[src/rtl/instruction_fetch_pkg.sv]
// Shared definitions for the instruction fetch unit: FSM states and fetch geometry.
package instruction_fetch_pkg;

  typedef enum logic [1:0] {
    StIdle   = 2'b00,
    StAccess = 2'b01,
    StHold   = 2'b10
  } fetch_state_e;

  localparam int unsigned InstrWidth = 32;
  localparam logic [31:0] PcIncr     = 32'd4;

endpackage

[src/rtl/fetch_fifo.sv]
// Prefetch buffer for {pc, instruction} entries; synchronous flush beats push and pop.
module fetch_fifo #(
  parameter int unsigned DEPTH = 2,
  parameter int unsigned WIDTH = 64
) (
  input  logic                   clock,
  input  logic                   reset_n,
  input  logic                   push,
  input  logic [WIDTH-1:0]       push_data,
  input  logic                   pop,
  input  logic                   flush,
  output logic [WIDTH-1:0]       head,
  output logic                   full,
  output logic                   empty,
  output logic [$clog2(DEPTH):0] count
);

  localparam int unsigned PtrW = $clog2(DEPTH);
  localparam int unsigned CntW = PtrW + 1;

  logic [WIDTH-1:0] mem_q [DEPTH];
  logic [PtrW-1:0]  wr_ptr_q, rd_ptr_q;
  logic [CntW-1:0]  count_q;
  logic             do_push, do_pop;

  assign empty = (count_q == '0);
  assign full  = (count_q == CntW'(DEPTH));

  // A pop frees a slot in the same edge, so a full FIFO can still accept a push.
  assign do_pop  = pop && !empty && !flush;
  assign do_push = push && (!full || do_pop) && !flush;

  always_ff @(posedge clock or negedge reset_n) begin
    if (!reset_n) begin
      wr_ptr_q <= '0;
      rd_ptr_q <= '0;
      count_q  <= '0;
    end else if (flush) begin
      wr_ptr_q <= '0;
      rd_ptr_q <= '0;
      count_q  <= '0;
    end else begin
      if (do_push) wr_ptr_q <= wr_ptr_q + PtrW'(1);
      if (do_pop)  rd_ptr_q <= rd_ptr_q + PtrW'(1);
      case ({do_push, do_pop})
        2'b10:   count_q <= count_q + CntW'(1);
        2'b01:   count_q <= count_q - CntW'(1);
        default: count_q <= count_q;
      endcase
    end
  end

  always_ff @(posedge clock) begin
    if (do_push) mem_q[wr_ptr_q] <= push_data;
  end

  assign head  = mem_q[rd_ptr_q];
  assign count = count_q;

endmodule

[src/rtl/instruction_fetch.sv]
// Instruction fetch unit: sequential ROM reads into a prefetch FIFO with redirect support.
module instruction_fetch
  import instruction_fetch_pkg::*;
#(
  parameter logic [31:0] RESET_PC    = 32'h0000_0000,
  parameter int unsigned WAIT_CYCLES = 1,
  parameter int unsigned FIFO_DEPTH  = 2
) (
  input  logic        clock,
  input  logic        reset_n,
  output logic [31:0] address,
  output logic        chip_select,
  output logic        output_enable,
  input  logic [63:0] data,
  input  logic        redirect,
  input  logic [31:0] redirect_pc,
  output logic        instr_valid,
  input  logic        instr_ready,
  output logic [31:0] instr_word,
  output logic [31:0] instr_pc
);

  localparam int unsigned    CntW      = $clog2(FIFO_DEPTH) + 1;
  localparam int unsigned    EntryW    = 2 * InstrWidth;
  localparam logic [CntW-1:0] DepthCnt = CntW'(FIFO_DEPTH);
  localparam logic [2:0]     WaitLast  = 3'(WAIT_CYCLES);
  localparam logic [31:0]    ResetPcAl = {RESET_PC[31:2], 2'b00};

  fetch_state_e    state_q, state_d;
  logic [31:0]     fetch_pc_q, fetch_pc_d;
  logic [2:0]      wait_q, wait_d;
  logic            started_q;
  logic [31:0]     addr_hold_q;

  logic            push, pop, space;
  logic            fifo_full, fifo_empty;
  logic [CntW-1:0] fifo_count;
  logic [EntryW-1:0] fifo_head;

  logic unused_bits;
  assign unused_bits = ^{data[63:32], redirect_pc[1:0], fifo_empty};

  assign instr_valid = !fifo_empty;
  assign pop         = instr_valid && instr_ready;
  // A pop in this cycle frees a slot at the coming edge.
  assign space       = !fifo_full || pop;

  always_comb begin
    state_d    = state_q;
    fetch_pc_d = fetch_pc_q;
    wait_d     = wait_q;
    push       = 1'b0;

    case (state_q)
      StIdle: begin
        // started_q holds off the first access by one edge after reset release.
        if (started_q) state_d = space ? StAccess : StHold;
      end
      StAccess: begin
        if (wait_q == WaitLast) begin
          push       = 1'b1;
          fetch_pc_d = fetch_pc_q + PcIncr;
          wait_d     = '0;
          state_d    = (pop || (fifo_count + CntW'(1) < DepthCnt)) ? StAccess : StHold;
        end else begin
          wait_d = wait_q + 3'd1;
        end
      end
      StHold: begin
        if (space) state_d = StAccess;
      end
      default: state_d = StIdle;
    endcase

    if (redirect) begin
      state_d    = StIdle;
      fetch_pc_d = {redirect_pc[31:2], 2'b00};
      wait_d     = '0;
      push       = 1'b0;
    end
  end

  always_ff @(posedge clock or negedge reset_n) begin
    if (!reset_n) begin
      state_q     <= StIdle;
      fetch_pc_q  <= ResetPcAl;
      wait_q      <= '0;
      started_q   <= 1'b0;
      addr_hold_q <= RESET_PC;
    end else begin
      state_q    <= state_d;
      fetch_pc_q <= fetch_pc_d;
      wait_q     <= wait_d;
      started_q  <= 1'b1;
      if (state_q == StAccess) addr_hold_q <= fetch_pc_q;
    end
  end

  assign chip_select   = (state_q == StAccess);
  assign output_enable = (state_q == StAccess);
  assign address       = (state_q == StAccess) ? fetch_pc_q : addr_hold_q;

  fetch_fifo #(
    .DEPTH(FIFO_DEPTH),
    .WIDTH(EntryW)
  ) u_fetch_fifo (
    .clock    (clock),
    .reset_n  (reset_n),
    .push     (push),
    .push_data({fetch_pc_q, data[InstrWidth-1:0]}),
    .pop      (pop),
    .flush    (redirect),
    .head     (fifo_head),
    .full     (fifo_full),
    .empty    (fifo_empty),
    .count    (fifo_count)
  );

  assign instr_pc   = fifo_head[EntryW-1:InstrWidth];
  assign instr_word = fifo_head[InstrWidth-1:0];

endmodule

[config.mk]
export PLATFORM = sky130hd
export DESIGN_NAME = instruction_fetch
export DESIGN_NICKNAME = d
export VERILOG_FILES = /design/src/rtl/instruction_fetch_pkg.sv /design/src/rtl/fetch_fifo.sv /design/src/rtl/instruction_fetch.sv
export SDC_FILE = /design/constraint.sdc
export NUM_CORES = 1
export LEC_CHECK = 0
export ABC_AREA = 1
export CAP_MARGIN = 0
export CORE_AREA = 8 8 156 158
export DETAILED_ROUTE_END_ITERATION = 7
export DIE_AREA = 0 0 164 166
export HOLD_SLACK_MARGIN = 0.15
export PLACE_DENSITY_LB_ADDON = 0.12
export SKIP_LAST_GASP = 1
export SYNTH_ARGS = -nofsm -noshare
export SYNTH_HDL_FRONTEND = slang
export SYNTH_SLANG_ARGS = --single-unit
[constraint.sdc]
create_clock -name clock -period 6.8 [get_ports clock]
set_clock_uncertainty 0.1 [all_clocks]
set_input_delay 1.36 -clock clock [delete_from_list [all_inputs] [get_ports clock]]
set_output_delay 1.36 -clock clock [all_outputs]
set_load 0.02 [all_outputs]
==> key figures, run 1 <==
Critical path
  • CP arrival: 3.07 ns
  • Worst Path Class, Setup: register to output pin
  • CP Capture Type: output pin
  • Critical-path cell list: nand2_2 -> clkinv_1 -> nor2_1 -> clkdlybuf4s50_1
  • CP max-delay cell: nand2_2
  • Worst-path maximum fanout: 62
  • WP buf/inv: 2
  • R2R depth: 6
  • Crit path max-delay family: buffers and inverters
  • RR Endpoint: u_fetch_fifo.mem_q[1][45]$_DFFE_PP_
  • CP required: 5.34 ns
  • Crit path largest cell delay: 0.78 ns
  • Crit start category: register
  • Reg2Reg Launch Point: state_q[1]$_DFFE_PN0P_
  • Register-to-register setup slack: 3.57 ns

Floorplanning
  • IO Pins: 199
  • Row count: 55
  • Initial core utilization: 38.73%
  • Total core area: 0.02209 mm²
  • Die Ht: approximately 170 µm
  • Chip width: about 160 µm
  • Die ar.: between 0.02 and 0.03 mm²

STA
  • Post-route setup slack: 2.274 ns
  • Crit share post-route: 66.55%
  • TNS Setup: 0 ns
  • WHS: 0.3799 ns
  • # setup viols final: 0
  • RSZ-0062 raised after global routing: no
  • Slew margin rel.: 29.47%
  • Tightest Pin Transition: between 1 and 1.5 ns
  • F_max: 221.0 MHz
  • Fin. max-slew vios: 0
  • Period minus WS final: around 4.5 ns
  • Final hold viol count: 0

Cells and area
  • Antenna cells: 0
  • Final net count: 1,160
  • Fraction of layout cells with a size suffix above 1: about 7.0%
  • Commonest cells after routing, fill and taps aside: 378 x nand2_1, 161 x clkdlybuf4s50_1, 124 x edfxtp_1
  • Register area: approximately 0.0055 mm²
  • Filler instances: 2,069
  • Synth-to-Final Area Change: 29.15%
  • Multi-input logic area: 0.002679 mm²
  • Fin cells: around 1,400
  • Most common cell after layout, fill and taps aside: nand2_1

Hold path
  • Hold wc startpoint: addr_hold_q[14]$_DFF_PN0_
  • Worst Hold Endpoint: addr_hold_q[14]$_DFF_PN0_
  • Hold Path Class: register to register
  • Hold Path Depth: 2

Job
  • # Max-Cap Violations: 0

Drt
  • First DRT Iteration DRCs: 370
  • Pre-antenna DRT Iters: 5
  • Routed len/inst: 16.02 µm
  • Via count: roughly 6,300
  • WL final: approximately 22,000 µm
  • Vias per inst: 4.683
  • Antenna viol nets, final: 0
  • Final routed DRC violation total: 0

CTS
  • Clock Latency Late Sink: 0.43 ns
  • CTS tree: built
  • Root buf cell: clkbuf_16
  • H-tree levels: 4
  • Post-CTS sizing: 0
  • Hold_buf cts: 0
  • CTS max path bufs: 2
  • CTS Buf Count: 17
  • Clock sinks: 196
  • Worst-path clk slew: roughly 0.070 ns
  • Post-CTS Setup Bufs: 0

Pwr
  • Worst VDD drop: approximately 0.24 mV
  • Cell Pwr Density: 374.3 mW/mm²
  • Final Power: ~4.1 mW
  • Leakage Power: around 4.6 nW

Global routing
  • Global-route usage over all layers: 16.13%
  • Initial antenna violation count: 0
  • Grt ovf: 0
  • Largest net degree at the start of global routing: 73
  • Global-route wire length before repair: between 30,000 and 40,000 µm
  • Vias in the first global route: just over 6,000

Synth
  • Cell taking the most area after synthesis: edfxtp_1
  • Area of the mapped netlist: 0.008554 mm²
  • Synth Area per Inst: 9.494 µm²
  • Post-synth top area share: 43.53%
  • Yosys reg bits: 196
  • Post-synthesis cell count: ~900
  • Top FF cell, synth: edfxtp_1
  • Synthesis Warnings: 0
  • Number of synthesized flops with an enable pin: 124
  • Asr flop ratio synth: 36.73%
  • Synth top area cells: edfxtp_1 44%, dfrtp_1 21%, nand2_1 17%
  • Post-synthesis sequential area ratio: 64.59%
  • Synth unique cells: 29

Placement
  • # port buffers: 162
  • DP Worst Slack: 2.697 ns
  • Post-DP HPWL: between 15,000 and 20,000 µm
  • GPL Wtd Cong: between 0.8 and 0.9
  • Placed insts: 1,323

Run status
  • Status: finished, final reports clean
==> worst reg2reg max path, stage by stage, from the launching register on <==
cell and delay (ns):
dfrtp_1 0.39, inv_2 0.08, nand2_2 0.58, nor2_2 0.34, nand3_2 0.25, nor2_4 0.72
buf_4 0.45
==> cells by family (layout without fill, tap and decap cells) <==
family | after synthesis | count (layout) | share of synthesized area (%)
AND/OR/NAND/NOR | 532 | 532 | 25.48
XOR/XNOR | 3 | 3 | 0.3072
flip-flops | 196 | 196 | 64.59
adder cells (fa/ha/maj) | 3 | 3 | 0.4388
buffers and inverters | 88 | 256 | 4.315
other | 2 | 3 | 0.08779
AO/OA/AOI/OAI | 77 | 77 | 4.783
==> power breakdown <==
part           switching, mW  total [mW]  internal [mW]
clock                  0.461        1.01          0.546
sequential             0.147        1.64           1.49
combinational          0.913        1.49          0.578
==> registers in the layout (all words and copies together) (netlist names) <==
name                   flops
started_q                  1
fetch_pc_q                30
u_fetch_fifo.count         2
u_fetch_fifo.rd_ptr_q      1
addr_hold_q               32
wait_q                     3
state_q                    2
u_fetch_fifo.mem_q       124
u_fetch_fifo.wr_ptr_q      1
==> synth_stat cells (all sizes together) (3+ instances only) <==
cell type	n
nand2	388
edfxtp	124
nor2	99
dfrtp	72
o21ai	55
inv	53
nand3	42
buf	19
clkbuf	15
a21oi	9
o22ai	6
o211ai	5
ha	3
nand4	3
==> how the worst max path moves through the flow <==
stage,from,end,cells past startpoint
finish,state_q[0]$_DFFE_PN0P_,address[0],4
global route,state_q[1]$_DFFE_PN0P_,address[0],5
CTS,state_q[0]$_DFFE_PN0P_,address[0],4
detailed placement,u_fetch_fifo.rd_ptr_q$_DFFE_PN0P_,instr_pc[12],6
global placement,u_fetch_fifo.rd_ptr_q$_DFFE_PN0P_,instr_pc[12],6
floorplan,redirect,u_fetch_fifo.mem_q[0][0]$_DFFE_PP_,4
==> through the flow <==
step / utilization, % / cell area [µm²]
final: 50.01 / 11050
after global routing: 50.01 / 11050
after CTS: 50.01 / 11050
after detailed placement: 47.28 / 10440
after global placement: 47.28 / 10440
after floorplan: - / 8558
==> final cells by class <==
| cell class | count | share of cell area, % |
|---|---|---|
| Tap cell | 285 | 3.228 |
| Clock inverter | 11 | 0.9173 |
| Multi-Input combinational cell | 618 | 24.25 |
| Inverter | 54 | 1.835 |
| Sequential cell | 196 | 50.02 |
| Clock buffer | 21 | 4.553 |
| Timing Repair Buffer | 170 | 15.20 |
==> per-layer routing <==
layer  routed length (µm)  part of all wire, %  GRT usage [%]  up-vias
li1                     -                    -              -     3226
met1                10040                   46          21.40     2926
met2                10290                   47          26.11      176
met5                    0                    0              0        -
met4                  255                  1.2          3.994        0
met3                 1123                  5.2          3.842       17
No activity file was read; power rests on OpenSTA's default activity.
==> inputs of run 2 (changes only) <==
Clock period 6.8 ns to 4.25 ns, I/O delays scaled along.
==> run 2 against run 1 <==
  * Via count decreased by 0.66%
  * Non-clock buffer count rose by 3
  * Sequential share of layout area about the same
  * Die area did not move
  * Worst hold slack better by 0.00061 ns
  * Count of clock-buffer cells in the layout fell by 2
  * Clock power is 54% higher
  * Total power is 59% higher
  * Core utilization hardly changed
  * Combinational power increased by 60%
  * Design area about the same
  * Sequential cell count is the same
  * Largest power group unchanged
==> key figures, run 2 (same netlist as run 1, synthesis figures left out) <==
CTS
  • CTS tree: built
  • CTS max path bufs: 2 (unchanged)
  • Post-CTS Setup Bufs: 0 (unchanged)
  • Hold_buf cts: 0 (unchanged)
  • Root buf cell: clkbuf_16
  • Worst-path clk slew: 0.07 ns (about the same)
  • CTS Buf Count: 17 (unchanged)
  • Clock sinks: 196 (unchanged)
  • Post-CTS sizing: 0 (unchanged)
  • H-tree levels: 4 (unchanged)
  • Clock Latency Late Sink: 0.44 ns (about the same)

Cells and area
  • Synth-to-Final Area Change: 29.18% (about the same)
  • Fraction of layout cells with a size suffix above 1: 7.269% (+0.26 points)
  • Multi-input logic area: 0.002679 mm² (unchanged)
  • Register area: 0.005527 mm² (unchanged)
  • Most common cell after layout, fill and taps aside: nand2_1
  • Final net count: 1,163 (+0.26%)
  • Largest register FFs: 124 (unchanged)
  • Commonest cells after routing, fill and taps aside: 378 x nand2_1, 161 x clkdlybuf4s50_1, 124 x edfxtp_1
  • Post-layout instance area: 0.01105 mm² (about the same)
  • Largest registers in the final layout: u_fetch_fifo.mem_q x124, addr_hold_q x32, fetch_pc_q x30
  • Most flops, register: u_fetch_fifo.mem_q
  • Antenna cells: 0 (unchanged)
  • Final core occ: 50.03% (about the same)
  • Filler instances: 2,081 (+0.58%)
  • Fin cells: 1,358 (+0.22%)

Placement
  • Placed cell area: 0.01048 mm² (+0.34%)
  • GPL Wtd Cong: 0.8427 (+1.7%)
  • # port buffers: 162 (unchanged)
  • Placed insts: 1,326 (+0.23%)
  • Post-DP HPWL: 14,770 µm (-2.4%)

Floorplanning
  • Die ar.: 0.02722 mm² (unchanged)
  • Total core area: 0.02209 mm² (unchanged)
  • IO Pins: 199 (unchanged)
  • Initial core utilization: 38.73% (unchanged)
  • Chip width: 164 µm (unchanged)
  • Row count: 55 (unchanged)
  • Die Ht: 166 µm (unchanged)

STA
  • Fin. max-slew vios: 0 (unchanged)
  • Period minus WS final: 3.398 ns
  • # setup viols final: 0 (unchanged)
  • RSZ-0062 raised after global routing: no
  • WHS: 0.3805 ns (+0.0006080 ns)
  • Final hold viol count: 0 (unchanged)
  • F_max: just under 300 MHz
  • Crit share post-route: 79.95%
  • Tightest Pin Transition: 0.9605 ns (-0.09378 ns)
  • Slew margin rel.: 35.97% (+6.5 points)

Drt
  • Via count: 6,303 (-0.66%)
  • Vias per inst: 4.641 (-0.88%)
  • Final routed DRC violation total: 0 (unchanged)
  • Antenna viol nets, final: 0 (unchanged)
  • Pre-antenna DRT Iters: 7 (+2)
  • Routed len/inst: 15.92 µm (-0.61%)
  • WL met1: 10,210 µm (+1.7%)
  • Metal3 WL: 1225 µm (+9.1%)
  • Met2 WL: 9798 µm (-4.8%)
  • Top sig layer: met4
  • WL final: 21,630 µm (-0.39%)
  • First DRT Iteration DRCs: 312 (-16%)

Pwr
  • Cell Pwr Density: 594.7 mW/mm² (+59%)
  • Leakage Power: 4.566 nW (+0.20%)
  • Final Power: 6.572 mW (+59%)
  • Worst VDD drop: 0.3264 mV (+36%)

Global routing
  • Grt ovf: 0 (unchanged)
  • Vias in the first global route: 6,117 (-1.5%)
  • Global-route wire length before repair: 33,870 µm (-0.30%)
  • Global-route usage over all layers: 16.16% (+0.026 points)
  • Initial antenna violation count: 0 (unchanged)
  • Largest net degree at the start of global routing: 73 (unchanged)

Critical path
  • Register-to-register setup slack: 1.90 ns (-1.67 ns)
  • Worst Path Class, Setup: register to output pin
  • CP Capture Type: output pin
  • Crit start category: register
  • Reg2Reg Launch Point: u_fetch_fifo.count[0]$_DFFE_PN0P_
  • CP required: 3.30 ns (-2.04 ns)
  • CP arrival: 2.45 ns (-0.62 ns)
  • Worst-path maximum fanout: 21 (-66%)
  • RR Endpoint: u_fetch_fifo.mem_q[0][10]$_DFFE_PP_
  • R2R depth: 8 (+2)

Hold path
  • Hold wc startpoint: addr_hold_q[14]$_DFF_PN0_
  • Hold Path Depth: 2 (unchanged)
  • Worst Hold Endpoint: addr_hold_q[14]$_DFF_PN0_
  • Hold Path Class: register to register

Run status
  • Status: finished, final reports clean

Job
  • # Max-Cap Violations: 0 (unchanged)
==> run 2: cell count changes in the layout (fill, tap and decap cells not counted) <==
cell	change
inv_4	+3
buf_4	+2
clkinv_4	-2
buf_12	+1
clkbuf_16	-1
clkbuf_8	-1
clkinv_2	+1
==> run 2: per-stage QoR <==
| stage | TNS (ns) | worst slack [ns] |
|---|---|---|
| 4_1_cts | 0 | 0.7770 |
| 3_3_place_gp | 0 | 1.232 |
| 6_report | 0 | 0.8523 |
| 5_1_grt | 0 | 0.6968 |
| 3_5_place_dp | 0 | 1.232 |
| 2_1_floorplan | -26.82 | -0.2163 |
==> run 2: worst max path at each step <==
stage,to,from,cells after the start,slack [ns]
finish,address[13],state_q[1]$_DFFE_PN0P_,5,0.85
global route,instr_pc[14],u_fetch_fifo.rd_ptr_q$_DFFE_PN0P_,5,0.70
CTS,address[13],state_q[1]$_DFFE_PN0P_,5,0.78
detailed placement,u_fetch_fifo.mem_q[0][12]$_DFFE_PP_,instr_ready,6,1.23
global placement,u_fetch_fifo.mem_q[0][12]$_DFFE_PP_,instr_ready,6,1.23
floorplan,u_fetch_fifo.mem_q[0][0]$_DFFE_PP_,redirect,4,-0.22
==> run 2: layout make-up <==
class | instances | share of cell area (%)
multi-input cells | 618 | 24.24
clock inverters | 13 | 0.9737
inverters | 54 | 1.834
well taps | 285 | 3.227
clock buffers | 19 | 4.201
repair buffers | 173 | 15.51
flip-flops and latches | 196 | 50.01
==> run 2: routing by layer <==
metal | vias to the layer above | GRT usage, %
li1 | 3236 | -
met5 | - | 0
met2 | 161 | 25.31
met1 | 2885 | 21.70
met3 | 21 | 3.718
met4 | 0 | 5.417
==> run 2: power breakdown <==
part	total (mW)	internal, mW	switching (mW)
Sequential	2.62	2.39	0.236
Clock	1.56	0.818	0.739
Combinational	2.39	0.942	1.45
==> run 2: worst max-delay path, stage by stage (launching register included) <==
cell             delay, ns
dfrtp_1               0.39
inv_2                 0.09
nand2_2               0.24
buf_4                 0.31
o21ai_0               0.31
clkdlybuf4s50_1       0.68
==> inputs of run 3 (changes only) <==
Clock period 4.25 ns to 2.9 ns, I/O delays scaled along.
==> run 3 against run 2 <==
  * Register-to-register slack worse by 1.0 ns
  * Largest cell class unchanged
  * Total power grew 47%
  * Via count grew 2.9%
  * Design area increased by 1.5%
  * Clock power rose by 50%
  * Sequential power rose by 46%
==> key figures, run 3 (same netlist as run 1, synthesis figures left out) <==
Run status
  • Status: finished, final reports clean

Critical path
  • R2R depth: 8 (unchanged)
  • CP arrival: 2.05 ns (-0.40 ns)
  • CP max-delay cell: clkdlybuf4s50_1
  • Worst-path maximum fanout: 16 (-24%)
  • RR Endpoint: u_fetch_fifo.mem_q[0][48]$_DFFE_PP_
  • Crit start category: register
  • Critical-path cell list: nand2_4 -> buf_4 -> nand2_1 -> nand2_1 -> clkdlybuf4s50_1
  • Crit path largest cell delay: 0.61 ns (-0.07 ns)
  • Worst Path Class, Setup: register to output pin
  • Reg2Reg Launch Point: u_fetch_fifo.count[0]$_DFFE_PN0P_
  • Most used cell, CP: nand2_1
  • CP Capture Type: output pin
  • Register-to-register setup slack: 0.85 ns (-1.05 ns)
  • CP required: 2.22 ns (-1.08 ns)

Hold path
  • Hold wc startpoint: addr_hold_q[9]$_DFF_PN0_
  • Hold Path Depth: 2 (unchanged)
  • Worst Hold Endpoint: addr_hold_q[9]$_DFF_PN0_
  • Hold Path Class: register to register

STA
  • Post-route setup slack: 0.1726 ns (-0.6797 ns)
  • Fin. max-slew vios: 0 (unchanged)
  • # setup viols final: 0 (unchanged)
  • Crit share post-route: 94.05%
  • Final hold viol count: 0 (unchanged)
  • RSZ-0062 raised after global routing: no
  • F_max: approximately 370 MHz
  • Slew margin rel.: 56.14% (+20 points)
  • Tightest Pin Transition: 0.6579 ns (-0.3025 ns)
  • Period minus WS final: about 2.7 ns

Pwr
  • Leakage Power: 4.718 nW (+3.3%)
  • Worst VDD drop: 0.5000 mV (+53%)
  • Cell Pwr Density: 858.0 mW/mm² (+44%)

Cells and area
  • Largest register FFs: 124 (unchanged)
  • Fraction of layout cells with a size suffix above 1: 8.203% (+0.93 points)
  • Most common cell after layout, fill and taps aside: nand2_1
  • Synth-to-Final Area Change: 31.17%
  • Post-layout instance area: 0.01122 mm² (+1.5%)
  • Final net count: 1,175 (+1.0%)
  • Final core occ: 50.80% (+0.77 points)
  • Commonest cells after routing, fill and taps aside: 378 x nand2_1, 136 x clkdlybuf4s50_1, 124 x edfxtp_1
  • Largest registers in the final layout: u_fetch_fifo.mem_q x124, addr_hold_q x32, fetch_pc_q x30
  • Antenna cells: 0 (unchanged)
  • Most flops, register: u_fetch_fifo.mem_q

Global routing
  • Initial antenna violation count: 0 (unchanged)
  • Global-route usage over all layers: 16.35% (+0.19 points)
  • Global-route wire length before repair: 34,190 µm (+0.96%)
  • Vias in the first global route: 6,165 (+0.78%)
  • Largest net degree at the start of global routing: 49 (-33%)
  • Grt ovf: 0 (unchanged)

Floorplanning
  • Total core area: 0.02209 mm² (unchanged)
  • Die ar.: 0.02722 mm² (unchanged)
  • IO Pins: 199 (unchanged)
  • Die Ht: 166 µm (unchanged)
  • Chip width: 164 µm (unchanged)
  • Initial core utilization: 38.73% (unchanged)
  • Row count: 55 (unchanged)

Placement
  • GPL Wtd Cong: 0.8692 (+3.1%)
  • # port buffers: 162 (unchanged)
  • Post-DP HPWL: 15,550 µm (+5.3%)
  • DP Worst Slack: 0.3586 ns (-0.8739 ns)
  • Placed cell area: 0.01064 mm² (+1.5%)

Drt
  • First DRT Iteration DRCs: 408 (+31%)
  • Antenna viol nets, final: 0 (unchanged)
  • WL final: 22,050 µm (+2.0%)
  • Vias per inst: 4.736 (+2.0%)
  • Final routed DRC violation total: 0 (unchanged)
  • Via count: 6,488 (+2.9%)
  • Routed len/inst: 16.10 µm (+1.1%)
  • Pre-antenna DRT Iters: 5 (-2)

CTS
  • Post-CTS Setup Bufs: 0 (unchanged)
  • Worst-path clk slew: 0.08 ns (about the same)
  • Clock sinks: 196 (unchanged)
  • Clock Latency Late Sink: 0.44 ns (about the same)
  • CTS Buf Count: 17 (unchanged)
  • CTS max path bufs: 2 (unchanged)
  • CTS tree: built
  • H-tree levels: 4 (unchanged)
  • Root buf cell: clkbuf_16

Job
  • # Max-Cap Violations: 0 (unchanged)
-- run 3: changes by cell type in the layout (fill, tap and decap cells not counted), sizes merged --
cell	change
clkdlybuf4s50	-25
inv	-3
clkinv	+1
dlygate4sd2	+25
buf	+11
dlygate4sd3	+1
clkbuf	+2
-- run 3: worst max-delay path by stage --
stage               cells past startpoint  slack [ns]                                  to                               from
CTS                                     4        0.02                         address[10]             state_q[1]$_DFFE_PN0P_
global placement                        5        0.40                         address[19]             state_q[1]$_DFFE_PN0P_
floorplan                               7       -0.38  u_fetch_fifo.mem_q[0][0]$_DFFE_PP_  u_fetch_fifo.count[0]$_DFFE_PN0P_
detailed placement                      5        0.36                         address[25]             state_q[1]$_DFFE_PN0P_
finish                                  5        0.17                         address[14]             state_q[0]$_DFFE_PN0P_
global route                            5        0.05                         address[10]             state_q[0]$_DFFE_PN0P_
-- run 3: per-layer routing --
layer  wire [µm]  vias up  GRT usage (%)
met5           0        -              0
met4         288        0          4.468
met3        1100       20          3.446
met2       10340      169          25.66
met1       10320     3045          22.51
li1            -     3254              -
-- run 3: power breakdown --
part | internal, mW | switching [mW] | leakage, nW
Sequential | 3.50 | 0.336 | 2.00
Clock | 1.26 | 1.08 | 0.296
Combinational | 1.29 | 2.16 | 2.42
Total | 6.05 | 3.58 | 4.72
-- run 3: layout make-up --
type,instances,area [µm²]
timing repair buffer,185,1851
tap,285,356.6
clock inverter,11,106.4
multi-input combinational,618,2684
clock buffer,21,493.0
inverter,54,203.9
fill,2083,10870
sequential,196,5527
-- run 3: what timing repair did --
action	CTS	global route
gates resized for setup	26	1
hold buffers	1	0
endpoints found under the hold margin	45	0
setup endpoints to repair	28	5
-- run 3: metrics by stage --
| stage | setup TNS (ns) | std cells | hold slack (ns) | power, mW |
|---|---|---|---|---|
| 2_1_floorplan | -47.06 | 902 | 0.1844 | 5.814 |
| 3_3_place_gp | 0 | 1337 | 0.3617 | 7.539 |
| 3_5_place_dp | 0 | 1337 | 0.3646 | 7.576 |
| 4_1_cts | 0 | 1370 | 0.3828 | 9.775 |
| 5_1_grt | 0 | 1370 | 0.3985 | 10.23 |
| 6_report | 0 | 1370 | 0.3854 | 9.628 |
-- run 3: critical path, delay by kind of cell, from the launching register on --
family / cells / cell delay (ns)
and+or+nand+nor: 3 / 0.34
DFF: 1 / 0.42
buffers and inverters: 2 / 0.85
